===== config.mk =====
export PLATFORM = sky130hd
export DESIGN_NAME = control_unit
export DESIGN_NICKNAME = d
export VERILOG_FILES = /design/src/rtl/control_unit.sv
export SDC_FILE = /design/constraint.sdc
export NUM_CORES = 1
export LEC_CHECK = 0
export ABC_AREA = 1
export CAP_MARGIN = 10
export CORE_ASPECT_RATIO = 0.6
export CORE_MARGIN = 2
export CORE_UTILIZATION = 48
export DETAILED_ROUTE_END_ITERATION = 7
export PLACE_DENSITY = 0.75
export SETUP_SLACK_MARGIN = 0.1
export SLEW_MARGIN = 20
export SYNTH_ARGS = -nofsm -noshare
export SYNTH_HDL_FRONTEND = slang
export SYNTH_SLANG_ARGS = --single-unit

===== constraint.sdc =====
create_clock -name clk -period 2.9 [get_ports clk]
set_input_delay 0.29 -clock clk [delete_from_list [all_inputs] [get_ports clk]]
set_output_delay 0.29 -clock clk [all_outputs]
set_load 0.005 [all_outputs]

===== src/rtl/control_unit.sv =====
// control_unit
//   Sequencer for the datapath register command buses. Accepts one
//   instruction at a time through start/busy/done. It expands the instruction
//   into one or more EXEC cycles of X/Y/Z register commands and ULA selects.
//   All buses return to HOLD outside EXEC.
//
// Ports
//   clk      system clock, rising edge
//   rst      asynchronous active-high reset
//   start    instruction request, sampled only in IDLE
//   opcode   instruction, latched with start
//   arg      shift count for SHRY/SHLY, latched with start
//   tx/ty/tz X/Y/Z register commands (HOLD/LOAD/SHIFTR/SHIFTL/RESET)
//   tula     ULA operation select (PASS/ADD/SUB/PASSY)
//   busy     high in EXEC and DONE
//   done     one-cycle completion pulse
//   illegal  pulses with done when the latched opcode was unassigned
module control_unit #(
    parameter int unsigned CNT_W = 2
) (
    input  logic             clk,
    input  logic             rst,
    input  logic             start,
    input  logic [3:0]       opcode,
    input  logic [CNT_W-1:0] arg,
    output logic [2:0]       tx,
    output logic [2:0]       ty,
    output logic [2:0]       tz,
    output logic [1:0]       tula,
    output logic             busy,
    output logic             done,
    output logic             illegal
);

    typedef enum logic [1:0] {
        S_IDLE,
        S_EXEC,
        S_DONE
    } state_t;

    typedef enum logic [2:0] {
        CMD_HOLD   = 3'b000,
        CMD_LOAD   = 3'b001,
        CMD_SHIFTR = 3'b010,
        CMD_SHIFTL = 3'b011,
        CMD_RESET  = 3'b100
    } cmd_t;

    typedef enum logic [1:0] {
        ULA_PASS  = 2'b00,
        ULA_ADD   = 2'b01,
        ULA_SUB   = 2'b10,
        ULA_PASSY = 2'b11
    } ula_t;

    typedef enum logic [3:0] {
        OP_NOP    = 4'b0000,
        OP_CLR    = 4'b0001,
        OP_LDX    = 4'b0010,
        OP_ADDY   = 4'b0011,
        OP_SUBY   = 4'b0100,
        OP_SHRY   = 4'b0101,
        OP_SHLY   = 4'b0110,
        OP_MOVZ   = 4'b0111,
        OP_ADDMOV = 4'b1000
    } op_t;

    typedef struct packed {
        cmd_t cx;
        cmd_t cy;
        cmd_t cz;
        ula_t cu;
    } cmds_t;

    localparam logic [CNT_W:0] CNT_ONE = (CNT_W+1)'(1);
    localparam logic [CNT_W:0] CNT_TWO = (CNT_W+1)'(2);

    // Number of EXEC steps an instruction occupies.
    function automatic logic [CNT_W:0] step_count(input logic [3:0] op,
                                                  input logic [CNT_W-1:0] a);
        logic [CNT_W:0] n;
        n = CNT_ONE;
        case (op)
            OP_SHRY, OP_SHLY: n = {1'b0, a};
            OP_ADDMOV:        n = CNT_TWO;
            default:          n = CNT_ONE;
        endcase
        return n;
    endfunction

    // Commands for the EXEC cycle in which the step counter holds step_cnt.
    // The counter runs down, so ADDMOV's first step is step_cnt==2.
    function automatic cmds_t decode(input logic [3:0] op,
                                     input logic [CNT_W:0] step_cnt);
        cmds_t c;
        c = '{cx: CMD_HOLD, cy: CMD_HOLD, cz: CMD_HOLD, cu: ULA_PASS};
        case (op)
            OP_CLR: begin
                c.cx = CMD_RESET;
                c.cy = CMD_RESET;
                c.cz = CMD_RESET;
            end
            OP_LDX:  c.cx = CMD_LOAD;
            OP_ADDY: begin
                c.cy = CMD_LOAD;
                c.cu = ULA_ADD;
            end
            OP_SUBY: begin
                c.cy = CMD_LOAD;
                c.cu = ULA_SUB;
            end
            OP_SHRY: c.cy = CMD_SHIFTR;
            OP_SHLY: c.cy = CMD_SHIFTL;
            OP_MOVZ: begin
                c.cz = CMD_LOAD;
                c.cu = ULA_PASSY;
            end
            OP_ADDMOV: begin
                if (step_cnt == CNT_TWO) begin
                    c.cy = CMD_LOAD;
                    c.cu = ULA_ADD;
                end else begin
                    c.cz = CMD_LOAD;
                    c.cu = ULA_PASSY;
                end
            end
            default: ;
        endcase
        return c;
    endfunction

    state_t         state;
    logic [3:0]     op_q;
    logic [CNT_W:0] cnt;

    logic [CNT_W:0] start_steps;
    cmds_t          start_cmds;
    cmds_t          next_cmds;

    // Outputs are registered, so the commands for the upcoming EXEC cycle
    // are decoded one cycle ahead from the incoming or latched opcode.
    always_comb begin
        start_steps = step_count(opcode, arg);
        start_cmds  = decode(opcode, start_steps);
        next_cmds   = decode(op_q, cnt - CNT_ONE);
    end

    always_ff @(posedge clk or posedge rst) begin
        if (rst) begin
            state   <= S_IDLE;
            op_q    <= '0;
            cnt     <= '0;
            tx      <= CMD_HOLD;
            ty      <= CMD_HOLD;
            tz      <= CMD_HOLD;
            tula    <= ULA_PASS;
            busy    <= 1'b0;
            done    <= 1'b0;
            illegal <= 1'b0;
        end else begin
            case (state)
                S_IDLE: begin
                    done    <= 1'b0;
                    illegal <= 1'b0;
                    if (start) begin
                        op_q <= opcode;
                        cnt  <= start_steps;
                        busy <= 1'b1;
                        if (start_steps == '0) begin
                            // Zero-count shift: nothing to issue, finish now.
                            state <= S_DONE;
                            done  <= 1'b1;
                        end else begin
                            state <= S_EXEC;
                            tx    <= start_cmds.cx;
                            ty    <= start_cmds.cy;
                            tz    <= start_cmds.cz;
                            tula  <= start_cmds.cu;
                        end
                    end
                end
                S_EXEC: begin
                    if (cnt == CNT_ONE) begin
                        state   <= S_DONE;
                        tx      <= CMD_HOLD;
                        ty      <= CMD_HOLD;
                        tz      <= CMD_HOLD;
                        tula    <= ULA_PASS;
                        done    <= 1'b1;
                        illegal <= (op_q > OP_ADDMOV);
                    end else begin
                        cnt  <= cnt - CNT_ONE;
                        tx   <= next_cmds.cx;
                        ty   <= next_cmds.cy;
                        tz   <= next_cmds.cz;
                        tula <= next_cmds.cu;
                    end
                end
                S_DONE: begin
                    state   <= S_IDLE;
                    busy    <= 1'b0;
                    done    <= 1'b0;
                    illegal <= 1'b0;
                end
                default: begin
                    state <= S_IDLE;
                    busy  <= 1'b0;
                    done  <= 1'b0;
                end
            endcase
        end
    end

endmodule


Word-level counts from Yosys, hierarchy flattened
Index checks and enable logic that the tools add are counted.
- flip-flop bits (word level): 23
- input port bits: 9
- word-level logic and storage cells: 98
- add/sub/neg operators: 1
- order comparisons: 1
- equal/unequal tests: 25
- muxes and demuxes: 46
- bitwise logic cells: 1
- reduce and logical (&&, ||, !) cells: 14
- operators with widths (operator ; number):
    $pmux 3 s2 ; 6
    $mux 3 ; 11
    $eq 4x3->1 const B ; 8
    $pmux 3 s5 ; 2
    $pmux 3 s3 ; 2
    $eq 4x2->1 const B ; 4
    $mux 2 ; 8
    $pmux 2 s4 ; 2
    $pmux 2 s2 ; 3
    $mux 1 ; 9
    $eq 4x1->1 const B ; 2
    $eq 4x4->1 const B ; 2
    $ne 2x2->1 const B ; 4
    $reduce_and 2->1 ; 4
    $reduce_or 2->1 ; 4
    $eq 3x2->1 const B ; 2
    $pmux 1 s2 ; 3
    $reduce_and 3->1 ; 2
    $gt 4x4->1 const B ; 1
    $reduce_bool 2->1 ; 2
    $eq 3x1->1 const B ; 1
    $logic_not 3->1 ; 1
    $sub 3x1->3 const B ; 1
    $eq 2x1->1 const B ; 1
    other kinds (3) ; 3

Depth between registers and ports, before layout
Gate-level depths: netlist of the first run.
- depth in word-level cells: 9
- depth in mapped cells: 11

Worst setup path before layout of the first run
No wires, ideal clock.
- path kind: register -> register
- start point: reg cnt[0]
- end point: reg tx[2]
- library setup time: 0.065 ns
- data arrival time: 1.212 ns
- required time: 2.835 ns
- setup slack: 1.624 ns
- cell stages (with the launch flop): 9
- buffers on the path: 0
- clock period less this slack: 1.276 ns
- cell sequence: dfrtp_1 > ha_1 > nand2_1 > inv_1 > nor2_4 > inv_2 > o21ai_0 > nand2_2 > nand2_1
- word-level cells in the longest chain between the ends: 3
- RTL lines (item ; RTL line ; source):
    start, declared ; 134 ; logic [CNT_W:0] cnt;
    start signal, assigned ; 167 ; cnt <= start_steps;
    start signal, assigned ; 192 ; cnt <= cnt - CNT_ONE;
    $eq 3x1->1 ; 183 ; if (cnt == CNT_ONE) begin
    $mux 3 ; 183 ;
    $pmux 3 s2 ; 161 ; case (state)
    end signal, assigned ; 175 ; tx <= start_cmds.cx;
    end signal, assigned ; 193 ; tx <= next_cmds.cx;
    end, declared ; 26 ; output logic [2:0] tx,
No other way between the ends.
A chain may end at the register's enable or synchronous reset.

Final worst setup path of the first run
- start point: in opcode[0]
- end point: reg tz[2]
- word-level cells in the longest chain between the ends: 6
- elaborated cells on any way between the ends: 14
- RTL lines (item ; RTL line ; source):
    start, declared ; 24 ; input logic [3:0] opcode,
    $eq 4x3->1 ; 83 ; case (op)
    $reduce_or 2->1 ; 83 ;
    $pmux 2 s2 ; 83 ;
    $logic_not 3->1 ; 169 ; if (start_steps == '0) begin
    $ne 2x2->1 (no source line) ; - ;
    $reduce_and 3->1 (no source line) ; - ;
    end signal, assigned ; 177 ; tz <= start_cmds.cz;
    end signal, assigned ; 195 ; tz <= next_cmds.cz;
    end, declared ; 28 ; output logic [2:0] tz,
Several ways; a longest one is shown, not always the timed one. The select of a mux whose other input is x is not followed.

==> results of run 1 <==
-- layer usage --
layer | global-route usage (%) | wire [um] | up-vias
li1 | - | - | 587
met2 | 31.4 | 1230 | 44
met1 | 28.7 | 1460 | 528
met5 | 0 | 0 | -
met4 | 3.77 | 18 | 0
met3 | 5.36 | 239 | 2
-- path summary, 6_finish.rpt --
| kind | slack [ns] | to | from |
|---|---|---|---|
| max reg2reg | 1.30 | cnt[0]$_DFFE_PP0P_ | state[0]$_DFFE_PP0P_ |
| max | 1.17 | tz[2]$_DFFE_PP0P_ | opcode[0] |
| min in group clk | 0.48 | busy$_DFFE_PP0P_ | busy$_DFFE_PP0P_ |
| min reg2reg | 0.48 | busy$_DFFE_PP0P_ | busy$_DFFE_PP0P_ |
| max in group asynchronous | 1.95 | state[0]$_DFFE_PP0P_ | rst |
| min | 0.47 | tula[0]$_DFFE_PP0P_ | rst |
-- registers in the layout, summed over array words and instances (netlist names) --
register  count
busy          1
cnt           3
done          1
illegal       1
op_q          4
state         2
tula          2
tx            2
ty            3
tz            2
-- stage by stage --
step	util [%]	setup slack, ns	hold slack, ns	power [mW]
after detailed placement	59.6	0.896	0.469	1.24
after global routing	61.4	1.08	0.511	1.55
after global placement	59.6	1.00	0.465	1.20
final	61.4	1.17	0.467	1.43
after floorplan	-	1.62	0.267	1.00
after CTS	61.4	1.17	0.489	1.43
-- kinds of logic after synthesis --
family,after synthesis
compound gates,23
xor+xnor,1
fa+ha+maj,3
buf+inv,27
flops,21
other cells,1
simple gates,96
-- cells in the final DEF, fill, tap and decap left out, types with 3 or more instances in the layout --
master | netlist | routed
nand2_1 | 50 | 50
nand4_1 | 3 | 3
nand3_2 | 11 | 11
inv_2 | 4 | 4
ha_1 | 3 | 3
nand3_1 | 13 | 13
o21ai_0 | 17 | 17
dfrtp_1 | 21 | 21
clkbuf_8 | 0 | 3
inv_1 | 17 | 17
clkdlybuf4s50_1 | 0 | 20
nor2_1 | 8 | 8
nand2_2 | 4 | 4
a21oi_1 | 3 | 3
-- final cells by class --
cell class | instances | area [um2] | share of cell area, %
clock buffers | 4 | 45.0 | 2.85
inverters | 21 | 78.8 | 4.99
multi-input cells | 125 | 691 | 43.7
flip-flops and latches | 21 | 526 | 33.3
well taps | 32 | 40.0 | 2.53
repair buffers | 20 | 200 | 12.7
-- power by group through the flow --
stage	logic [mW]	clock network (mW)	registers [mW]
floorplan	0.486	0	0.514
global route	0.799	0.211	0.541
detailed placement	0.708	0	0.530
CTS	0.711	0.195	0.525
finish	0.709	0.192	0.525
global placement	0.682	0	0.521
==> qor.csv, run 1 <==
metric,value,unit
# port buffers,20,
synth cell count leaders,"nand2_1, dfrtp_1, inv_1, o21ai_0, nand3_1",
Bufs and invs on worst path,1,
Core Rows,14,
Die ar.,0.00324,mm2
nature of the critical path startpoint,input pin,
Routed WL per cell,13.2,um
Post-Synth XOR/XNOR Area,0.654,%
area grow syn2layout,18.0,%
Clock Latency Late Sink,0.26,ns
Slew Limit Fails,0,
largest family of logic cells by synthesized area,simple AND/OR/NAND/NOR gates,
Synth top area share,39.3,%
Synth Warn #,0,
# fillers,233,
Clock Sinks,21,
Netlist cell types,25,
routed wire length,2950,um
fin crit period,1.73,ns
mux contribution to synthesized area,0,%
Crit path max-delay family,simple AND/OR/NAND/NOR gates,
Post-synth ARST share,100,%
GRT Total Usage,20.1,%
number of top-level pins,23,
DR vias/cell,5.21,
RSZ-0062 raised after global routing,no,
Worst path depth,9,
vias post-DR,1161,
initial drt markers,109,
"flops & latches, synth",21,
reported leakage power,0.784,nW
Final Net Count,204,
hold buffers post-CTS,0,
post-cts resize count,0,
ant diodes,0,
dpl cell area,0.00154,mm2
Mapped Area,0.00134,mm2
"Cell Count, Final, Fillers Out",223,
Mean Syn Cell Area,7.78,um2
first-pass GRT wire length,4890,um
worst slew pin tran,0.777,ns
placed wire-length estimate,2320,um
f_max,0.577,GHz
area fraction in compound gates after synthesis,9.25,%
die width,72.2,um
largest net degree at the start of global routing,22,
Die Ht,44.9,um
gpl congestion,0.913,
Initial Utilization,52.0,%
"Data arrival, critical path",1.88,ns
most numerous cell in the Yosys netlist,nand2_1,
Final Hold Viols,0,
fin crit share,59.7,%
CP peak stage delay,0.51,ns
"top cells by area, synth","dfrtp_1, nand2_1, nand3_2",
biggest area consumer among synthesized cells,dfrtp_1,
total CTS buffers,3,
Slew headroom,48.1,%
worst path cell trace,clkdlybuf4s50_1 -> nor2_2 -> nand3_2 -> nand2_4 -> nand3_4 -> nand2_4 -> nand2_2 -> nand2_2 -> nand2_1,
Seq pwr share,36.8,%
Reg2Reg Depth,8,
CTS tree,built,
slowest CP cell,clkdlybuf4s50_1,
critical path class,in -> reg,
clock power share,13.5,%
Max Cap Violations,0,
vias in the first global route,1066,
first-pass detailed-route iteration total,4,
worst min path class,in -> async,
Adder-Cell Fraction of Synth Area,2.80,%
final setup fails,0,
initial antenna violation count,0,
H-tree depth,1,
"Seq/Total Area, Yosys",39.3,%
synthesized netlist cell count,172,
buffer count from post-CTS setup fixing,0,
Max Clock Skew,0.00421,ns
Routed Antenna Nets,0,
area of the core,0.00257,mm2
Most used DFF post-synth,dfrtp_1,
layout cells sized above 1,15.2,%
status,finished clean,
Clock Tree Buf Depth,2,
CP Max Fanout,11,
Peak supply drop,0.397,mV
Post-synth EDFFs,0,
global route overflow,0,
Simple-Gate Fraction of Synth Area,38.3,%
cell count after placement,219,
Logic pwr share,49.7,%
sw frac,44.0,%
CP required,3.05,ns
Root Driver,clkbuf_8,
Int Pwr,0.799,mW
setup_tns,0,ns
sw power,0.627,mW
DRC,0,
CP Capture Type,register,
Clock transition at path regs,0.08,ns
post-route cell area,0.00158,mm2
PD cells,903,mW/mm2
Note: power is estimated with default switching activity, not from simulation.
==> run 2, diff against run 1 <==
==> constraint.sdc (replaced) <==
create_clock -name clk -period 1.6 [get_ports clk]
set_input_delay 0.16 -clock clk [delete_from_list [all_inputs] [get_ports clk]]
set_output_delay 0.16 -clock clk [all_outputs]
set_load 0.005 [all_outputs]
==> run 2 against run 1 <==
Net effect: count of clock-buffer cells in the layout did not move; non-clock buffer count up 14; combinational power is 120% higher; cell count rose by 6.3%; sequential power is 77% higher; design area grew 8.3%; largest power group unchanged; core utilization is 5.1 points higher.
==> qor.csv, run 2 (synthesized netlist as in run 1, its figures left out) <==
metric,value,unit,change
nature of the critical path startpoint,register,,was input pin
area of the core,0.00257,mm2,unchanged
fin crit period,1.43,ns,
Root Driver,clkbuf_8,,unchanged
Clock Tree Buf Depth,2,,unchanged
# port buffers,20,,unchanged
final setup fails,0,,unchanged
GRT Total Usage,22.2,%,was 20.1%
Initial Utilization,52.0,%,unchanged
"Data arrival, critical path",1.60,ns,was 1.88 ns
post-route cell area,0.00171,mm2,was 0.00158 mm2
area grow syn2layout,27.9,%,was 18.0%
max reg flops,4,,unchanged
"most common cell after layout, fill and taps aside",nand2_1,,unchanged
first-pass GRT wire length,5380,um,was 4890 um
Slew Limit Fails,0,,unchanged
Final Worst Setup Slack,0.175,ns,was 1.17 ns
setup_tns,0,ns,unchanged
ant diodes,0,,unchanged
Peak supply drop,0.741,mV,was 0.397 mV
global route overflow,0,,unchanged
Die ar.,0.00324,mm2,unchanged
CP Capture Type,register,,unchanged
Clock Latency Late Sink,0.26,ns,about the same
dpl cell area,0.00165,mm2,was 0.00154 mm2
DRC,0,,unchanged
routed wire length,3220,um,was 2950 um
RSZ-0062 raised after global routing,yes,,was no
gpl congestion,0.962,,was 0.913
most frequent cells in the layout,"nand2_1, dfrtp_1, clkdlybuf4s50_1",,unchanged
initial drt markers,79,,was 109
placed wire-length estimate,2570,um,was 2320 um
number of top-level pins,23,,unchanged
vias post-DR,1241,,"was 1,161"
layout cells sized above 1,24.4,%,was 15.2%
PD cells,1640,mW/mm2,was 903 mW/mm2
final hold slack,0.226,ns,was 0.467 ns
worst min path class,in -> async,,unchanged
f_max,0.702,GHz,
die width,72.2,um,unchanged
# fillers,204,,was 233
Max Clock Skew,0.00164,ns,was 0.00421 ns
hold buffers post-CTS,0,,unchanged
CP Max Fanout,6,,was 11
Top Registers,"op_q (4), cnt (3), ty (3)",,unchanged
critical path class,reg -> reg,,was in -> reg
CTS tree,built,,unchanged
initial antenna violation count,0,,unchanged
CP required,1.78,ns,was 3.05 ns
first-pass detailed-route iteration total,4,,unchanged
Clock Sinks,21,,unchanged
Reg with most FFs,op_q,,unchanged
Max Cap Violations,0,,unchanged
DR vias/cell,5.24,,was 5.21
Routed WL per cell,13.6,um,was 13.2 um
"Cell Count, Final, Fillers Out",237,,was 223
Reg2Reg Depth,8,,unchanged
Routed Antenna Nets,0,,unchanged
Final Hold Viols,0,,unchanged
reported leakage power,0.854,nW,was 0.784 nW
status,finished clean,,unchanged
cell count after placement,232,,was 219
H-tree depth,1,,unchanged
vias in the first global route,1150,,"was 1,066"
Core Rows,14,,unchanged
fin crit share,89.1,%,
dpl ws,-0.0706,ns,was 0.896 ns
Die Ht,44.9,um,unchanged
Final Net Count,218,,was 204
total CTS buffers,3,,unchanged
largest net degree at the start of global routing,22,,unchanged
Clock transition at path regs,0.07,ns,was 0.08 ns
## run 2: changes by cell type in the layout (fill, tap and decap cells not counted), sizes merged
cell	previous run	this run
buf	0	14
## run 2: cell type report
type / count / area, um2 / share of cell area, %
Multi-Input combinational cell: 125 / 704 / 41.2
Inverter: 21 / 78.8 / 4.61
Tap cell: 32 / 40.0 / 2.34
Sequential cell: 21 / 526 / 30.7
Timing Repair Buffer: 34 / 318 / 18.6
Clock buffer: 4 / 45.0 / 2.63
## run 2: worst paths after layout
kind	start	to	slack, ns
max reg2reg	cnt[0]$_DFFE_PP0P_	cnt[0]$_DFFE_PP0P_	0.17
min	rst	tz[0]$_DFFE_PP0P_	0.23
max in group asynchronous	rst	cnt[1]$_DFFE_PP0P_	1.16
min reg2reg	busy$_DFFE_PP0P_	busy$_DFFE_PP0P_	0.48
min in group clk	busy$_DFFE_PP0P_	busy$_DFFE_PP0P_	0.48
max	cnt[0]$_DFFE_PP0P_	cnt[0]$_DFFE_PP0P_	0.17
## run 2: stage by stage
step,power [mW],utilization (%)
floorplan,1.81,-
detailed placement,2.41,63.9
CTS,2.76,65.6
global route,3.06,66.5
finish,2.81,66.5
global placement,2.35,63.9
## run 2: power breakdown
group	internal (mW)	total [mW]	switching [mW]
registers	0.754	0.927	0.173
logic	0.676	1.54	0.863
clock network	0.178	0.349	0.171
## run 2: worst max-delay path: stages, from the launching register on
cell      delay, ns
dfrtp_1        0.41
ha_1           0.20
nand2_1        0.11
inv_2          0.07
nor2_4         0.16
inv_2          0.09
nand2_2        0.11
o211ai_1       0.09
o21ai_0        0.09
## run 2: layer usage
| metal | wire (um) | GRT usage [%] | share of wire [%] | vias to the layer above |
|---|---|---|---|---|
| li1 | - | - | - | 616 |
| met3 | 181 | 5.58 | 5.6 | 4 |
| met5 | 0 | 0 | 0 | - |
| met1 | 1590 | 30.6 | 49 | 579 |
| met4 | 22 | 5.66 | 0.68 | 0 |
| met2 | 1430 | 35.4 | 44 | 42 |
## run 2: repair_timing
item,4_1_cts,5_1_grt
resized for setup,1,7
buffers inserted,0,1
setup endpoints to repair,3,10
